File: src/rtl/kf8255_peer_pkg.sv
// Shared types and constants for the KF8255 mode-1 handshake peer.
package kf8255_peer_pkg;

  typedef enum logic [2:0] {
    PIdle,
    PSetup,
    PStrobe,
    PWaitSet,
    PWaitClr
  } producer_state_t;

  typedef enum logic [1:0] {
    CIdle,
    CAck,
    CWaitObf
  } consumer_state_t;

  localparam logic STB_ACTIVE = 1'b0;
  localparam logic ACK_ACTIVE = 1'b0;

  function automatic int unsigned max_u(input int unsigned a, input int unsigned b);
    return (a > b) ? a : b;
  endfunction

endpackage

File: src/rtl/kf8255_peer_fifo.sv
// Synchronous FIFO with first-word-fall-through head; Depth must be a power of two.
module kf8255_peer_fifo #(
  parameter int unsigned Depth = 4,
  parameter int unsigned Width = 8
) (
  input  logic                       clk_i,
  input  logic                       rst_i,
  input  logic                       push_i,
  input  logic [Width-1:0]           data_i,
  input  logic                       pop_i,
  output logic [Width-1:0]           data_o,
  output logic [$clog2(Depth):0]     level_o,
  output logic                       full_o,
  output logic                       empty_o
);

  localparam int unsigned PtrW = $clog2(Depth);
  localparam int unsigned LvlW = PtrW + 1;

  logic [Width-1:0] mem_q [Depth];
  logic [Width-1:0] mem_d [Depth];
  logic [PtrW-1:0]  wr_ptr_q, wr_ptr_d;
  logic [PtrW-1:0]  rd_ptr_q, rd_ptr_d;
  logic [LvlW-1:0]  count_q, count_d;
  logic             do_push, do_pop;

  assign full_o  = (count_q == LvlW'(Depth));
  assign empty_o = (count_q == '0);
  assign level_o = count_q;
  assign data_o  = mem_q[rd_ptr_q];
  assign do_push = push_i && !full_o;
  assign do_pop  = pop_i && !empty_o;

  always_comb begin
    mem_d    = mem_q;
    wr_ptr_d = wr_ptr_q;
    rd_ptr_d = rd_ptr_q;
    count_d  = count_q;
    if (do_push) begin
      mem_d[wr_ptr_q] = data_i;
      wr_ptr_d        = wr_ptr_q + 1'b1;
    end
    if (do_pop) begin
      rd_ptr_d = rd_ptr_q + 1'b1;
    end
    if (do_push && !do_pop) begin
      count_d = count_q + 1'b1;
    end else if (do_pop && !do_push) begin
      count_d = count_q - 1'b1;
    end
  end

  // Storage is not reset; the pointers alone define what is valid.
  always_ff @(posedge clk_i) begin
    mem_q <= mem_d;
  end

  always_ff @(posedge clk_i) begin
    if (rst_i) begin
      wr_ptr_q <= '0;
      rd_ptr_q <= '0;
      count_q  <= '0;
    end else begin
      wr_ptr_q <= wr_ptr_d;
      rd_ptr_q <= rd_ptr_d;
      count_q  <= count_d;
    end
  end

endmodule

File: src/rtl/kf8255_mode1_peer.sv
// Device-side mode-1 partner for a KF8255: strobes bytes into a PPI input port
// and acknowledges bytes out of a PPI output port.
module kf8255_mode1_peer #(
  parameter int unsigned TX_DEPTH       = 4,
  parameter int unsigned SETUP_CYCLES   = 2,
  parameter int unsigned STB_CYCLES     = 3,
  parameter int unsigned ACK_CYCLES     = 3,
  parameter int unsigned TIMEOUT_CYCLES = 1024
) (
  input  logic                      clock,
  input  logic                      reset,
  input  logic [7:0]                tx_data,
  input  logic                      tx_valid,
  output logic                      tx_ready,
  output logic [$clog2(TX_DEPTH):0] tx_level,
  output logic [7:0]                ppi_in_data,
  output logic                      stb_n,
  input  logic                      ibf,
  input  logic [7:0]                ppi_out_data,
  input  logic                      obf_n,
  output logic                      ack_n,
  output logic [7:0]                rx_data,
  output logic                      rx_valid,
  input  logic                      rx_ready,
  output logic                      timeout
);

  import kf8255_peer_pkg::*;

  localparam int unsigned CntMax = max_u(max_u(SETUP_CYCLES, STB_CYCLES),
                                         max_u(ACK_CYCLES, TIMEOUT_CYCLES));
  localparam int unsigned CntW   = $clog2(CntMax + 1);

  producer_state_t p_state_q, p_state_d;
  consumer_state_t c_state_q, c_state_d;
  logic [CntW-1:0] p_cnt_q, p_cnt_d;
  logic [CntW-1:0] c_cnt_q, c_cnt_d;
  logic            stb_n_q, stb_n_d;
  logic            ack_n_q, ack_n_d;
  logic [7:0]      ppi_in_data_q, ppi_in_data_d;
  logic [7:0]      rx_data_q, rx_data_d;
  logic            rx_valid_q, rx_valid_d;
  logic            timeout_q, timeout_d;
  logic            p_timeout, c_timeout;

  logic [7:0] fifo_head;
  logic       fifo_full, fifo_empty, fifo_pop;

  assign tx_ready = !fifo_full;

  kf8255_peer_fifo #(
    .Depth (TX_DEPTH),
    .Width (8)
  ) u_fifo (
    .clk_i   (clock),
    .rst_i   (reset),
    .push_i  (tx_valid && tx_ready),
    .data_i  (tx_data),
    .pop_i   (fifo_pop),
    .data_o  (fifo_head),
    .level_o (tx_level),
    .full_o  (fifo_full),
    .empty_o (fifo_empty)
  );

  // Producer: pop, settle data, strobe, then follow IBF through set and clear.
  always_comb begin
    p_state_d     = p_state_q;
    p_cnt_d       = p_cnt_q;
    ppi_in_data_d = ppi_in_data_q;
    fifo_pop      = 1'b0;
    p_timeout     = 1'b0;
    unique case (p_state_q)
      PIdle: begin
        if (!fifo_empty && !ibf) begin
          fifo_pop      = 1'b1;
          ppi_in_data_d = fifo_head;
          p_state_d     = PSetup;
          p_cnt_d       = '0;
        end
      end
      PSetup: begin
        if (p_cnt_q == CntW'(SETUP_CYCLES - 1)) begin
          p_state_d = PStrobe;
          p_cnt_d   = '0;
        end else begin
          p_cnt_d = p_cnt_q + 1'b1;
        end
      end
      PStrobe: begin
        if (p_cnt_q == CntW'(STB_CYCLES - 1)) begin
          p_state_d = PWaitSet;
          p_cnt_d   = '0;
        end else begin
          p_cnt_d = p_cnt_q + 1'b1;
        end
      end
      PWaitSet, PWaitClr: begin
        if ((p_state_q == PWaitSet) ? ibf : !ibf) begin
          p_state_d = (p_state_q == PWaitSet) ? PWaitClr : PIdle;
          p_cnt_d   = '0;
        end else if (p_cnt_q == CntW'(TIMEOUT_CYCLES - 1)) begin
          p_timeout = 1'b1;
          p_state_d = PIdle;
          p_cnt_d   = '0;
        end else begin
          p_cnt_d = p_cnt_q + 1'b1;
        end
      end
      default: begin
        p_state_d = PIdle;
        p_cnt_d   = '0;
      end
    endcase
    stb_n_d = (p_state_d == PStrobe) ? STB_ACTIVE : ~STB_ACTIVE;
  end

  // Consumer: an unread rx byte holds off the next ACK, so the PPI keeps OBF# low.
  always_comb begin
    c_state_d  = c_state_q;
    c_cnt_d    = c_cnt_q;
    rx_data_d  = rx_data_q;
    rx_valid_d = rx_valid_q;
    c_timeout  = 1'b0;
    if (rx_valid_q && rx_ready) begin
      rx_valid_d = 1'b0;
    end
    unique case (c_state_q)
      CIdle: begin
        if (!obf_n && !rx_valid_q) begin
          c_state_d = CAck;
          c_cnt_d   = '0;
        end
      end
      CAck: begin
        if (c_cnt_q == CntW'(ACK_CYCLES - 1)) begin
          rx_data_d  = ppi_out_data;
          rx_valid_d = 1'b1;
          c_state_d  = CWaitObf;
          c_cnt_d    = '0;
        end else begin
          c_cnt_d = c_cnt_q + 1'b1;
        end
      end
      CWaitObf: begin
        if (obf_n) begin
          c_state_d = CIdle;
          c_cnt_d   = '0;
        end else if (c_cnt_q == CntW'(TIMEOUT_CYCLES - 1)) begin
          c_timeout = 1'b1;
          c_state_d = CIdle;
          c_cnt_d   = '0;
        end else begin
          c_cnt_d = c_cnt_q + 1'b1;
        end
      end
      default: begin
        c_state_d = CIdle;
        c_cnt_d   = '0;
      end
    endcase
    ack_n_d   = (c_state_d == CAck) ? ACK_ACTIVE : ~ACK_ACTIVE;
    timeout_d = p_timeout || c_timeout;
  end

  always_ff @(posedge clock) begin
    if (reset) begin
      p_state_q     <= PIdle;
      c_state_q     <= CIdle;
      p_cnt_q       <= '0;
      c_cnt_q       <= '0;
      stb_n_q       <= ~STB_ACTIVE;
      ack_n_q       <= ~ACK_ACTIVE;
      ppi_in_data_q <= '0;
      rx_data_q     <= '0;
      rx_valid_q    <= 1'b0;
      timeout_q     <= 1'b0;
    end else begin
      p_state_q     <= p_state_d;
      c_state_q     <= c_state_d;
      p_cnt_q       <= p_cnt_d;
      c_cnt_q       <= c_cnt_d;
      stb_n_q       <= stb_n_d;
      ack_n_q       <= ack_n_d;
      ppi_in_data_q <= ppi_in_data_d;
      rx_data_q     <= rx_data_d;
      rx_valid_q    <= rx_valid_d;
      timeout_q     <= timeout_d;
    end
  end

  assign stb_n       = stb_n_q;
  assign ack_n       = ack_n_q;
  assign ppi_in_data = ppi_in_data_q;
  assign rx_data     = rx_data_q;
  assign rx_valid    = rx_valid_q;
  assign timeout     = timeout_q;

endmodule

File: config.mk
export PLATFORM = sky130hd
export DESIGN_NAME = kf8255_mode1_peer
export DESIGN_NICKNAME = d
export VERILOG_FILES = /design/src/rtl/kf8255_peer_pkg.sv /design/src/rtl/kf8255_peer_fifo.sv /design/src/rtl/kf8255_mode1_peer.sv
export SDC_FILE = /design/constraint.sdc
export NUM_CORES = 1
export LEC_CHECK = 0
export CAP_MARGIN = 15
export CORE_MARGIN = 4
export CORE_UTILIZATION = 35
export CTS_BUF_LIST = sky130_fd_sc_hd__clkbuf_8 sky130_fd_sc_hd__clkbuf_16
export DETAILED_ROUTE_END_ITERATION = 12
export GPL_TIMING_DRIVEN = 0
export HOLD_SLACK_MARGIN = 0.02
export PLACE_DENSITY_LB_ADDON = 0.2
export SLEW_MARGIN = 30
export SYNTH_ARGS = -nofsm -noshare
export SYNTH_HDL_FRONTEND = slang
export SYNTH_SLANG_ARGS = --single-unit
File: constraint.sdc
create_clock -name clock -period 3.3 [get_ports clock]
set_input_delay 0.495 -clock clock [delete_from_list [all_inputs] [get_ports clock]]
set_output_delay 0.495 -clock clock [all_outputs]
set_load 0.05 [all_outputs]
After elaboration in Yosys (flattened, before gate mapping)
Cells that the tools add are included.

Equal/unequal tests: 16. Add/sub/neg operators: 6. Mux-type cells: 45. Bitwise logic cells: 2. Reduce and logical (&&, ||, !) cells: 24. Magnitude comparators: 3.

Operator list (count): $mux W11 (9); $pmux W11 S4 (1); $pmux W11 S3 (1); $bwmux W32 (1); $mux W3 (8); $mux W8 (3); $add A11 B1 Y11 const B (2); $eq A11 B10 Y1 const B (2); $eq A11 B2 Y1 const B (2); $bmux W8 S2 (1); $demux W8 S2 (1); $mux W1 (14); $pmux W3 S4 (1); $eq A11 B1 Y1 const B (1); $eq A3 B2 Y1 const B (3); $logic_and A1 B1 Y1 (9); $mux W2 (4); $logic_not A1 Y1 (7); $eq A3 B3 Y1 const B (2); $ge A3 B3 Y1 const B (2); $logic_not A3 Y1 (2); $not A2 Y3 (2); $pmux W2 S3 (1); $add A2 B1 Y2 const B (2); other kinds (12) (15).

Word-level logic and storage cells: 113. Output and inout bits: 24. Bits of input ports: 22. Bits in registers: 86.

Logic depth before layout (Yosys ltp)
Depth in word-level cells: 9. Gate-level depth with buffers: 10. Depth with buffers taken out: 9.

Hierarchy
A second synthesis with hierarchy kept.

Cells, all modules: 393. Area total of the unflattened synthesis: 4112.7 sq um.

By module, submodules not included: kf8255_mode1_peer (area an instance 2531.2 sq um, cells an instance 307, times used 1, seq. area each 940.9 sq um); kf8255_peer_fifo (area an instance 1581.5 sq um, cells an instance 86, times used 1, seq. area each 1101.1 sq um).

Worst setup path before layout
Ideal clock, no wire load.

Path type: flip-flop to flip-flop. Start: register u_fifo.count_q[0], in the netlist u_fifo.level_o[0]. End: register u_fifo.count_q[2], in the netlist u_fifo.level_o[2]. Setup slack: 0.459 ns. Buffers on the path: 1. Arrival: 2.770 ns. Clock period less this slack: 2.841 ns. Data required time: 3.229 ns. Stages on the path, launching flop included: 11. Path through: dfxtp_1 nor2_1 nand2_1 and2_1 clkbuf_1 ha_1 inv_1 fa_1 xor2_1 or3_1 a21oi_1.

Elaborated cells on any way between the ends: 19.

RTL lines: start: declaration (line kf8255_peer_fifo.sv:24) `logic [LvlW-1:0] count_q, count_d;`; start signal: assignment (line kf8255_peer_fifo.sv:66) `count_q <= count_d;`; $eq A3 B3 Y1 (*) (line kf8255_peer_fifo.sv:27) `assign full_o = (count_q == LvlW'(Depth));`; $logic_not A1 Y1 (*) (line kf8255_mode1_peer.sv:49) `assign tx_ready = !fifo_full;`; named net tx_ready (line kf8255_mode1_peer.sv:14) `output logic tx_ready,`; $logic_and A1 B1 Y1 (line kf8255_mode1_peer.sv:57) `.push_i (tx_valid && tx_ready),`; $logic_and A1 B1 Y1 (*) (line kf8255_peer_fifo.sv:31) `assign do_push = push_i && !full_o;`; named net u_fifo.do_push (line kf8255_peer_fifo.sv:25) `logic do_push, do_pop;`; $logic_not A1 Y1 (line kf8255_peer_fifo.sv:48) `end else if (do_pop && !do_push) begin`; $logic_and A1 B1 Y1 (line kf8255_peer_fifo.sv:48); $reduce_bool A2 Y1 (no line).

Mark *: on every way through the listed nets, which the timed path passes. The rest lies on a longest branch. The select of a mux whose other input is x is not followed. A chain may end at the register's enable or synchronous reset.

Final worst setup path
Start: register u_fifo.count_q[0], in the netlist u_fifo.level_o[0]. End: register u_fifo.count_q[2], in the netlist u_fifo.level_o[2].

Longest elaborated chain between the ends: 9. Elaborated cells on any way between the ends: 19.

RTL lines: $logic_not A3 Y1 (line kf8255_peer_fifo.sv:28) `assign empty_o = (count_q == '0);`; $logic_not A1 Y1 (line kf8255_peer_fifo.sv:32, kf8255_mode1_peer.sv:75); $logic_and A1 B1 Y1 (line kf8255_mode1_peer.sv:75) `if (!fifo_empty && !ibf) begin`; $mux W1 (line kf8255_mode1_peer.sv:75); $mux W1 (line kf8255_mode1_peer.sv:73) `unique case (p_state_q)`; $logic_and A1 B1 Y1 (line kf8255_peer_fifo.sv:32) `assign do_pop = pop_i && !empty_o;`; $logic_not A1 Y1 (line kf8255_peer_fifo.sv:46) `if (do_push && !do_pop) begin`; $logic_and A1 B1 Y1 (line kf8255_peer_fifo.sv:46); $mux W3 / $reduce_bool A2 Y1 (equally long branches).

Several ways; a longest one is shown, not always the timed one. The select of a mux whose other input is x is not followed.

==> flow_summary.yaml <==
run_status:
  outcome: "finished clean"
sta:
  slew_viol_final: 0
  setup_violations: 0
  timing.final.crit_share_pct: 75.6
  finalSetupTns_ps: 0
  max-slew-margin-rel_pct: 56.3
  worstMarginPinSlew_ps: 652
  clock_skew_ps: 10.4
  max_freq_mhz: 401
  rsz0062_at_grt: "false"
  hold_viol_final: 0
  period_minus_slack_ps: 2500
die:
  start_util_pct: 36.0
  core_um2: 10900
  die_w_um: 114
  io_pins: 46
  dieArea_um2: 12900
  fp-row-count: 38
  dieHeight_um: 114
yosys:
  ys_seq_elements: 86
  synth.distinct_cells: 61
  yosys_warnings: 0
  yosysTopAreaCellShare_pct: 27.6
  yosys-top-cells-area: "dfxtp_1, edfxtp_1, mux4_2"
  async_flop_share_pct: 0
  netlist_area_um2: 3920
  syn_area_per_cell_um2: 11.1
  synth_enable_flop_cells: 32
  ys_seq_area_share_pct: 52.2
  syn-instance-count: 354
  syn_nets: 391
  synth_top_area_cell: "dfxtp_1"
  synth_flop_cell: "dfxtp_1"
route:
  via_per_inst: 4.97
  initialDrtViolationCount: 120
  vias: 2759
  ant_nets: 0
  drt_pass1_iterations: 4
  wl_mm: 8.12
  avgRoutedWirePerCell_um: 14.6
  drc: 0
global_route:
  antenna_found_initial: 0
  grt_pass1_wl_mm: 13.6
  grt_use_total_pct: 13.4
  overflow: 0
  grt_max_degree: 18
  grt_pass1_vias: 2774
worst_hold_path:
  worst_hold_path_type: "flop to flop"
pwr:
  power_w: 0.00293
  power_density_nw_per_um2: 619
  p_leak_nw: 1.72
  peakVddDrop_uv: 311
clock_network:
  clkTransAtPathRegs_ps: 90
  cts_made_buffers: 9
  cts_tree: "done"
  postCtsSetupBuffers: 0
  root_buffer: "clkbuf_8"
  htreeDepth: 3
  cts_resized: 0
  clock_latency_ps: 370
  clockBufferDepth: 2
  hold_buffers: 0
  cts.sinks: 86
finish:
  antenna_cells: 0
  multi_input_area_um2: 1720
  layout-drive-gt1-share_pct: 12.0
  final_common_cell: "dfxtp_1"
  regArea_um2: 2040
  areaGrowthSynthToFinish_pct: 20.8
  layout_common_cells: "dfxtp_1, clkdlybuf4s50_1, nor2_1, nand2_1, edfxtp_1"
  final_nets: 447
  fill_cells: 1028
  postLayoutCoreUtil_pct: 43.4
setup_path:
  worstSetupPathType: "flop to flop"
  worstPathRequired_ps: 3590
  worst_ep_arrival_time_ps: 2790
  cp-start-kind: "flop"
  worst_setup_path_end_kind: "flop"
  worstPathMaxFanout: 10
placed_design:
  hpwl_mm: 5.81
  gp_congestion: 0.803
  portBuffers: 45
run:
  max-cap-violations: 0
## Yosys cell counts, drive strengths merged, types with 2 or more instances
cell type  count
dfxtp         54
nor2          41
nand2         35
edfxtp        32
a21oi         17
ha            14
inv           14
nor3          14
o21ai         11
mux2i         10
nand4         10
xor2          10
and3           9
mux4           8
xnor2          8
clkbuf         6
nand3          6
nor4           6
buf            5
nor2b          5
and4           4
nand2b         4
o21a           4
a31oi          3
or2            3
or3            2
## stage by stage
stage               instance area, µm²  setup WS, ps  cells  hold slack (ps)
floorplan                         3920           459    354              465
global placement                  4540           530    539              447
detailed placement                4540           506    539              449
CTS                               4730           777    555              463
global route                      4730           650    555              497
finish                            4730           804    555              458
## critical path, cell delays in order, from the launching register on
cell     delay, ps
dfxtp_1        380
nor3_1         430
nor3_2         120
inv_2          210
ha_1           220
inv_1           60
fa_1           370
xor2_1         180
or3_1          300
a21oi_1        140
## kinds of logic (layout without fill, tap and decap cells)
family | Yosys count | after routing | synth area share (%)
flops | 86 | 86 | 52.2
fa+ha+maj | 15 | 15 | 4.99
buf+inv | 25 | 86 | 3.87
simple gates | 144 | 144 | 19.2
mux | 18 | 18 | 7.16
compound gates | 48 | 48 | 8.60
xor+xnor | 18 | 18 | 4.03
## report_power, final
group / switching, W / internal (W) / total [W]
sequential: 0.0000723 / 0.00121 / 0.00128
combinational: 0.000556 / 0.000364 / 0.000921
clock: 0.000428 / 0.000292 / 0.000720
## state kept, by name, indices dropped and copies added, names as in the netlist
name / flops
u_fifo.level_o: 3
p_cnt_q: 11
u_fifo.rd_ptr_q: 2
u_fifo.mem_q: 32
c_state_q: 2
ppi_in_data: 8
p_state_q: 3
u_fifo.wr_ptr_q: 2
stb_n: 1
ack_n: 1
rx_data: 8
rx_valid: 1
timeout: 1
c_cnt_q: 11
## worst paths after layout
check,from,end,slack (ps),cells after the start
hold reg to reg,ppi_in_data[6],ppi_in_data[6],460,2
setup reg to reg,u_fifo.level_o[0],u_fifo.level_o[2],800,9
hold / removal,ppi_in_data[6],ppi_in_data[6],460,2
setup / recovery,u_fifo.level_o[0],u_fifo.level_o[2],800,9
## final cells by class
cell class,instances,share of cell area [%]
Buffer,11,2.09
Clock buffer,9,2.62
Clock inverter,7,1.35
Inverter,14,1.11
Multi-Input combinational cell,243,36.4
Sequential cell,86,43.2
Tap cell,140,3.70
Timing Repair Buffer,45,9.53
## layer usage
metal	wire, µm	part of all wire [%]	vias up	global-route usage, %
li1	-	-	1386	-
met1	3750	46	1331	16.7
met2	3960	49	29	21.8
met3	256	3.2	13	3.55
met4	156	1.9	0	5.93
met5	0	0	-	0
(Power assumes the default switching activity.)
